===== config.mk =====
export PLATFORM = sky130hd
export DESIGN_NAME = seven_seg_scanner
export DESIGN_NICKNAME = d
export VERILOG_FILES = /design/src/rtl/seg7_pkg.sv /design/src/rtl/seven_seg_scanner_scan_prescaler.sv /design/src/rtl/seven_seg_scanner.sv
export SDC_FILE = /design/constraint.sdc
export NUM_CORES = 1
export LEC_CHECK = 0
export ABC_AREA = 1
export BUFFER_PORTS_ARGS = -buffer_cell sky130_fd_sc_hd__buf_2
export CELL_PAD_IN_SITES_DETAIL_PLACEMENT = 1
export CELL_PAD_IN_SITES_GLOBAL_PLACEMENT = 2
export CORE_UTILIZATION = 36
export DETAILED_ROUTE_END_ITERATION = 10
export PLACE_DENSITY_LB_ADDON = 0.1
export SYNTH_ARGS = -nofsm -noshare
export SYNTH_HDL_FRONTEND = slang
export SYNTH_SLANG_ARGS = --single-unit

===== constraint.sdc =====
create_clock -name clk -period 2.05 [get_ports clk]
set_input_delay 0 -clock clk [delete_from_list [all_inputs] [get_ports clk]]
set_output_delay 0 -clock clk [all_outputs]
set_load 0.03 [all_outputs]

===== src/rtl/seg7_pkg.sv =====
// Shared definitions for the 7-segment scan path: digit width, blank code and scan phase.
package seg7_pkg;

    localparam int unsigned DIGIT_W = 4;
    localparam logic [DIGIT_W-1:0] BLANK_CODE = 4'hF;

    typedef enum logic {
        BLANK,
        SHOW
    } scan_phase_e;

endpackage


===== src/rtl/seven_seg_scanner_scan_prescaler.sv =====
// Digit-slot timebase: per-slot clock counter, slot index, dead-time phase and frame-end strobe.
module scan_prescaler
    import seg7_pkg::*;
#(
    parameter int unsigned NUM_DIGITS   = 4,
    parameter int unsigned PRESCALE     = 1000,
    parameter int unsigned BLANK_CYCLES = 16,
    parameter int unsigned SLOT_W       = (NUM_DIGITS > 1) ? $clog2(NUM_DIGITS) : 1
) (
    input  logic              clk,
    input  logic              rst_n,
    output logic [SLOT_W-1:0] slot_d,
    output scan_phase_e       phase_d,
    output logic              frame_end
);

    localparam int unsigned CNT_W = (PRESCALE > 1) ? $clog2(PRESCALE) : 1;
    localparam logic [CNT_W-1:0]  CNT_MAX  = CNT_W'(PRESCALE - 1);
    localparam logic [SLOT_W-1:0] SLOT_MAX = SLOT_W'(NUM_DIGITS - 1);
    localparam logic [CNT_W-1:0]  BLANK_LIM = CNT_W'(BLANK_CYCLES);

    logic [CNT_W-1:0]  cnt_q, cnt_d;
    logic [SLOT_W-1:0] slot_q;

    // Next-state values are exported so the top can register outputs that
    // match the counter value of the same cycle.
    always_comb begin
        cnt_d     = cnt_q + 1'b1;
        slot_d    = slot_q;
        frame_end = 1'b0;
        if (cnt_q == CNT_MAX) begin
            cnt_d     = '0;
            frame_end = (slot_q == SLOT_MAX);
            slot_d    = (slot_q == SLOT_MAX) ? '0 : slot_q + 1'b1;
        end
        phase_d = (cnt_d < BLANK_LIM) ? BLANK : SHOW;
    end

    always_ff @(posedge clk or negedge rst_n) begin
        if (!rst_n) begin
            cnt_q  <= '0;
            slot_q <= '0;
        end else begin
            cnt_q  <= cnt_d;
            slot_q <= slot_d;
        end
    end

endmodule


===== src/rtl/seven_seg_scanner.sv =====
// Multiplexed BCD display scanner with frame-synchronous write buffer and leading-zero blanking.
module seven_seg_scanner
    import seg7_pkg::*;
#(
    parameter int unsigned NUM_DIGITS   = 4,
    parameter int unsigned PRESCALE     = 1000,
    parameter int unsigned BLANK_CYCLES = 16
) (
    input  logic                          clk,
    input  logic                          rst_n,
    input  logic [DIGIT_W*NUM_DIGITS-1:0] digits_in,
    input  logic                          wr_valid,
    output logic                          wr_ready,
    input  logic                          lzb_en,
    output logic [DIGIT_W-1:0]            bcd_out,
    output logic [NUM_DIGITS-1:0]         digit_en_n,
    output logic                          frame_done
);

    localparam int unsigned SLOT_W = (NUM_DIGITS > 1) ? $clog2(NUM_DIGITS) : 1;

    logic [SLOT_W-1:0]             slot_d;
    scan_phase_e                   phase_d;
    logic                          frame_end;

    logic [DIGIT_W*NUM_DIGITS-1:0] disp_q, disp_d, buf_q, buf_d;
    logic                          pend_q, pend_d;
    logic [DIGIT_W-1:0]            bcd_q, bcd_d;
    logic [NUM_DIGITS-1:0]         en_n_q, en_n_d;
    logic                          frame_done_q, frame_done_d;
    logic [NUM_DIGITS-1:0]         lz_blank;

    scan_prescaler #(
        .NUM_DIGITS   (NUM_DIGITS),
        .PRESCALE     (PRESCALE),
        .BLANK_CYCLES (BLANK_CYCLES),
        .SLOT_W       (SLOT_W)
    ) u_prescaler (
        .clk       (clk),
        .rst_n     (rst_n),
        .slot_d    (slot_d),
        .phase_d   (phase_d),
        .frame_end (frame_end)
    );

    always_comb begin
        disp_d       = disp_q;
        buf_d        = buf_q;
        pend_d       = pend_q;
        frame_done_d = frame_end;
        if (frame_end && pend_q) begin
            disp_d = buf_q;
            pend_d = 1'b0;
        end
        if (wr_valid && !pend_q) begin
            buf_d  = digits_in;
            pend_d = 1'b1;
        end
    end

    // Scan from the top digit down; a digit is blanked while all digits at or above it are zero.
    always_comb begin
        logic all_zero;
        int unsigned idx;
        all_zero = 1'b1;
        lz_blank = '0;
        for (int unsigned k = 0; k < NUM_DIGITS; k++) begin
            idx      = NUM_DIGITS - 1 - k;
            all_zero = all_zero && (disp_d[idx*DIGIT_W +: DIGIT_W] == '0);
            lz_blank[idx] = lzb_en && (idx != 0) && all_zero;
        end
    end

    always_comb begin
        bcd_d  = BLANK_CODE;
        en_n_d = '1;
        for (int unsigned k = 0; k < NUM_DIGITS; k++) begin
            if ((SLOT_W'(k) == slot_d) && (phase_d == SHOW) && !lz_blank[k]) begin
                bcd_d     = disp_d[k*DIGIT_W +: DIGIT_W];
                en_n_d[k] = 1'b0;
            end
        end
    end

    always_ff @(posedge clk or negedge rst_n) begin
        if (!rst_n) begin
            disp_q       <= '1;
            buf_q        <= '0;
            pend_q       <= 1'b0;
            bcd_q        <= BLANK_CODE;
            en_n_q       <= '1;
            frame_done_q <= 1'b0;
        end else begin
            disp_q       <= disp_d;
            buf_q        <= buf_d;
            pend_q       <= pend_d;
            bcd_q        <= bcd_d;
            en_n_q       <= en_n_d;
            frame_done_q <= frame_done_d;
        end
    end

    assign wr_ready   = !pend_q;
    assign bcd_out    = bcd_q;
    assign digit_en_n = en_n_q;
    assign frame_done = frame_done_q;

endmodule

**After elaboration in Yosys (flattened, before gate mapping)**

Index checks and enable logic that the tools add are counted.

- Register bits: 54
- Output and inout bits: 10
- Logic and storage cells: 55

- $lt $le $gt $ge: 1
- Add/sub/neg operators: 2
- Muxes and demuxes: 16
- Equal/unequal tests: 5
- Reductions and logical operators: 23

Operators with widths:

| cell | number |
|---|---|
| 16-bit 2-to-1 mux | 1 |
| 4-bit 2-to-1 mux | 4 |
| 1-bit logical AND | 14 |
| 4-bit zero test | 3 |
| 10-bit by 1-bit adder with 10-bit output, second input constant | 1 |
| 10-bit == test, second input constant | 1 |
| 10-bit by 5-bit less-than comparator with 1-bit output, second input constant | 1 |
| 10-bit 2-to-1 mux | 1 |
| 1-bit 2-to-1 mux | 8 |
| 2-bit == test, first input constant | 2 |
| 1-bit zero test | 4 |
| 2-bit 2-to-1 mux | 2 |
| 2-bit by 1-bit adder with 2-bit output, second input constant | 1 |
| 1-bit by 2-bit == test with 1-bit output, first input constant | 1 |
| 2-bit == test, second input constant | 1 |
| 2-bit zero test | 1 |
| 2-bit nonzero test | 1 |

**Depth between registers and ports, before layout**

- Word-level depth: 13
- Gate-level depth with buffers: 16
- Depth with buffers taken out: 16

**Cells and area by module**

A second synthesis with hierarchy kept.

- Cell total of the unflattened synthesis: 294
- Area total of the unflattened synthesis: 2593.7 um2

Modules (own cells, without submodules):

| module | cells each | sequential area each (um2) | times used | area each (um2) |
|---|---|---|---|---|
| seven_seg_scanner | 199 | 1081.0 | 1 | 1913.1 |
| scan_prescaler | 95 | 300.3 | 1 | 680.7 |

**Least setup slack after synthesis**

Ideal clock, no wire load.

- Path kind: flip-flop to flip-flop
- From: reg u_prescaler.cnt_q[0]
- To: reg bcd_q[3] (netlist: bcd_out[3])
- Required time: 1975 ps
- Setup slack: 154 ps
- Setup time: 75 ps
- Data arrival time: 1820 ps
- Path buffers: 0
- Stages on the path, launching flop included: 17
- Cells stage by stage: dfrtp_1 ha_1 nand2_2 inv_1 nand2_1 nor2_2 or2_2 o21ai_2 inv_2 nor2_1 nand2_1 inv_2 nand2_2 o21ai_1 nand2_1 nand2_1 nand2_1

RTL lines:

| element | line | text |
|---|---|---|
| start: declaration | seven_seg_scanner_scan_prescaler.sv:22 | `logic [CNT_W-1:0] cnt_q, cnt_d;` |
| start signal: assignment | seven_seg_scanner_scan_prescaler.sv:44 | `cnt_q <= cnt_d;` |
| 10-bit == test * | seven_seg_scanner_scan_prescaler.sv:31 | `if (cnt_q == CNT_MAX) begin` |
| 2-bit 2-to-1 mux * | seven_seg_scanner_scan_prescaler.sv:31 |  |
| via slot_d[1] | seven_seg_scanner.sv:22 | `logic [SLOT_W-1:0] slot_d;` |
| 2-bit zero test or 1-bit by 2-bit == test with 1-bit output (tied branches) | seven_seg_scanner.sv:78 | `if ((SLOT_W'(k) == slot_d) && (phase_d == SHOW) && !lz_blank[k]) begin` |
| 1-bit logical AND | seven_seg_scanner.sv:78 |  |
| 4-bit 2-to-1 mux or 1-bit logical AND (tied branches) | seven_seg_scanner.sv:78 |  |
| 4-bit 2-to-1 mux (2 in series) | seven_seg_scanner.sv:78 |  |
| 4-bit 2-to-1 mux * | seven_seg_scanner.sv:78 |  |
| via bcd_d[3] | seven_seg_scanner.sv:28 | `logic [DIGIT_W-1:0] bcd_q, bcd_d;` |
| end signal: assignment | seven_seg_scanner.sv:90 | `bcd_q <= BLANK_CODE;` |
| end signal: assignment | seven_seg_scanner.sv:97 | `bcd_q <= bcd_d;` |
| end: declaration | seven_seg_scanner.sv:28 |  |

Mark *: on every way through the listed nets, which the timed path passes. The rest lies on a longest branch.
A chain may end at the register's enable or synchronous reset.

**Worst setup path in the final report**

- From: reg u_prescaler.cnt_q[0]
- To: reg bcd_q[3] (netlist: bcd_out[3])

- Cells in the longest elaborated chain, start to end: 13

RTL lines:

| element | line |
|---|---|
| branches (longest 12 deep; another with 10-bit by 1-bit adder with 10-bit output) | n/a |
| 4-bit 2-to-1 mux * | seven_seg_scanner.sv:78 |
| via bcd_d[3] | seven_seg_scanner.sv:28 |

Mark *: on every way through the listed nets, which the timed path passes.

==> summary.txt <==
outcome: finished with violations
failing checks: negative setup slack
commonest non-fill, non-tap cell in the layout: nand2_1
Pwr Density: 512 nW/um2
CTS tree: done
final setup fails: 5
clock network power share: 0.338
period utilization: 1.05
syn_area_per_cell: 9.16 um2
highest clock rate: 463 MHz
DRT Pass-1 Iters: 4
Seq/Total Area, Yosys: 0.540
core area: 6830 um2
share of cells above drive strength 1: 0.467
Max stage delay on crit path: 0.41 ns
CP required: 2.30 ns
Initial Utilization: 0.374
Vert. Die Dim: 86.3 um
Num CTS Buffers: 5
CP startpoint kind: flop
residual DRC count: 0
xor/xnor share of the synthesized area: 0
largest delay contributor family on the critical path: simple AND/OR/NAND/NOR gates
Cells after Synth: 279
Final Total Pwr: 1.88 mW
Psw: 0.435 mW
critical path's slowest cell: dfrtp_1
Comb pwr share: 0.058
die span in x: 86.3 um
Avg WL per Cell: 14.4 um
DP HPWL: 4.53 mm
H-tree depth: 2
Total GRT Usage: 0.196
CP arrival: 2.41 ns
die footprint: 7440 um2
initial antenna violation count: 0
clk sinks: 54
global placer's final weighted congestion: 0.747
unrepaired setup endpoints after global routing: true
Routed Antenna Nets: 0
largest net degree at the start of global routing: 55
post-synthesis mux area share: 0.0661
1st-iter DRT viols: 62
static leakage: 1.95 nW
GRT overflow: 0
synthesized net count: 301
Design Area, Final: 3660 um2
worst setup margin: -0.108 ns
dpl ws: -0.259 ns
fin util: 0.536
relative slew slack: 0.532
Max Cap Viol: 0
Final Hold Vio Count: 0
DP Area: 3040 um2
diode count: 0
Area Growth Syn to Fin: 43.3%
crit end category: flop
commonest non-fill, non-tap cells in the layout: 54 x nand2_1, 48 x inv_1, 41 x buf_4
main combinational cell family by area after synthesis: simple AND/OR/NAND/NOR gates
root buf cell: clkbuf_8
global-route wire length before repair: 11.2 mm
Final min period: 2.16 ns
Max Root-Sink Buffers: 2
Max Fanout on Critical Path: 7
Seq pwr share: 0.604
# rows: 30
Bufs and invs on worst path: 1
Simple-Gate Fraction of Synth Area: 0.228
maximum VDD drop: 0.000265 V
via count of the first global-routing pass: 2,314
Seq cells post-synth: 54
CTS clk-pin slew, worst paths: 0.10 ns
vias after detailed routing: 2,173
Synth Area in Compound Gates: 0.0587
Sw Share: 0.232
Slew Viols, Final: 0
Ys Warns: 0
HP Class: input pin to flop
worst-skew pair later-pin latency: 0.31 ns
crit-path cells: ha_4 > nand2_4 > nor2_4 > nand4_4 > buf_12 > o21ai_4 > nand2_2 > nor2_4 > nand3_4 > nand2_2 > o21ai_1 > nand2_1 > nand2_1 > nand2_1
Synth Cell Area: 2560 um2
WL final: 6.83 mm
internal power: 1.44 mW
vias per cell: 4.59
Worst Skew: 0.00949 ns
Nets: 398
Crit Path Class: flop to flop
measured slew at the worst slew-check pin: 0.701 ns
port buffer count: 29
most used cell, CP: nand2_1
library cells used by synthesis: 27
adder-cell share of the synthesized area: 0.00979
top-level I/O count: 30
[sequential cells by signal (all words and copies together) (netlist names)]
signal,flops
u_prescaler.cnt_q,10
u_prescaler.slot_q,2
buf_q,16
digit_en_n,4
bcd_out,4
disp_q,16
frame_done,1
pend_q,1
[layer usage]
layer	up-vias	part of all wire	global-route usage	routed length (um)
li1	1066	-	-	-
met1	1068	0.46	0.252	3120
met2	33	0.51	0.347	3480
met3	6	0.025	0.0324	169
met4	0	0.0092	0.0455	63
met5	-	0	0	0
[synthesized netlist by cell type, drive strengths merged]
library cell / count / area [um2]
inv: 53 / 199
buf: 4 / 37.5
clkbuf: 1 / 3.75
or2: 2 / 12.5
nand3: 20 / 120
a21oi: 5 / 25.0
clkinv: 2 / 7.51
o21a: 1 / 7.51
o21ai: 19 / 110
dfstp: 24 / 631
nand2: 66 / 258
mux2: 15 / 169
nor2: 25 / 121
o21bai: 1 / 7.51
dfrtp: 30 / 751
ha: 2 / 25.0
nand4: 9 / 71.3
[worst paths after layout]
path	startpoint	to	slack [ns]	depth (start not counted)
worst min-delay path	lzb_en	digit_en_n[1]$_DFF_PN1_	0.19	6
worst max register to register	u_prescaler.cnt_q[0]$_DFF_PN0_	bcd_out[3]$_DFF_PN1_	-0.11	14
worst min register to register	disp_q[1]$_DFF_PN1_	disp_q[1]$_DFF_PN1_	0.49	2
worst max-delay path	u_prescaler.cnt_q[0]$_DFF_PN0_	bcd_out[3]$_DFF_PN1_	-0.11	14
min in group asynchronous	rst_n	u_prescaler.cnt_q[2]$_DFF_PN0_	0.34	3
max in group asynchronous	rst_n	buf_q[8]$_DFFE_PN0P_	1.23	3
[power by group through the flow]
stage | clock network [mW] | registers (mW) | logic, mW
2_1_floorplan | 0 | 1.14 | 0.0363
3_3_place_gp | 0 | 1.14 | 0.0792
3_5_place_dp | 0 | 1.14 | 0.0824
4_1_cts | 0.663 | 1.13 | 0.109
5_1_grt | 0.694 | 1.14 | 0.123
6_report | 0.634 | 1.13 | 0.109
[timing repair]
| item | CTS | global route |
|---|---|---|
| hold endpoints to repair | 47 | 0 |
| setup endpoints to repair | 6 | 7 |
| resized for setup | 24 | 25 |
| hold buffers | 18 | 0 |
| pin swaps | 15 | 10 |
| gates cloned | 2 | 0 |
| setup buffers | 12 | 5 |
[worst reg2reg max path: stages, from the launching register on]
cell and delay [ns]:
dfrtp_1 0.41, ha_4 0.17, nand2_4 0.07, nor2_4 0.17, nand4_4 0.20, buf_12 0.23, o21ai_4 0.15, nand2_2 0.09
nor2_4 0.16, nand3_4 0.11, nand2_2 0.09, o21ai_1 0.07, nand2_1 0.07, nand2_1 0.06, nand2_1 0.06
[kinds of logic (layout without fill, tap and decap cells)]
family | after synthesis | after routing
mux | 15 | 15
simple gates | 122 | 123
buf+inv | 60 | 157
fa+ha+maj | 2 | 2
compound gates | 26 | 26
flops | 54 | 54
[final cells by class]
cell class                 instances  area [um2]
multi-input combinational        166        1130
clock buffer                       6        82.6
inverter                          55         206
fill                             807        3170
tap                               96         120
sequential                        54        1380
clock inverter                     2        12.5
timing repair buffer              94         732
[through the flow]
step	instances	setup TNS (ns)	hold slack [ns]
CTS	470	-0.335	0.202
finish	473	-0.441	0.194
global placement	430	-0.526	0.180
floorplan	279	0	-0.296
global route	473	-1.25	0.213
detailed placement	430	-0.898	0.178
(Power assumes the default switching activity.)
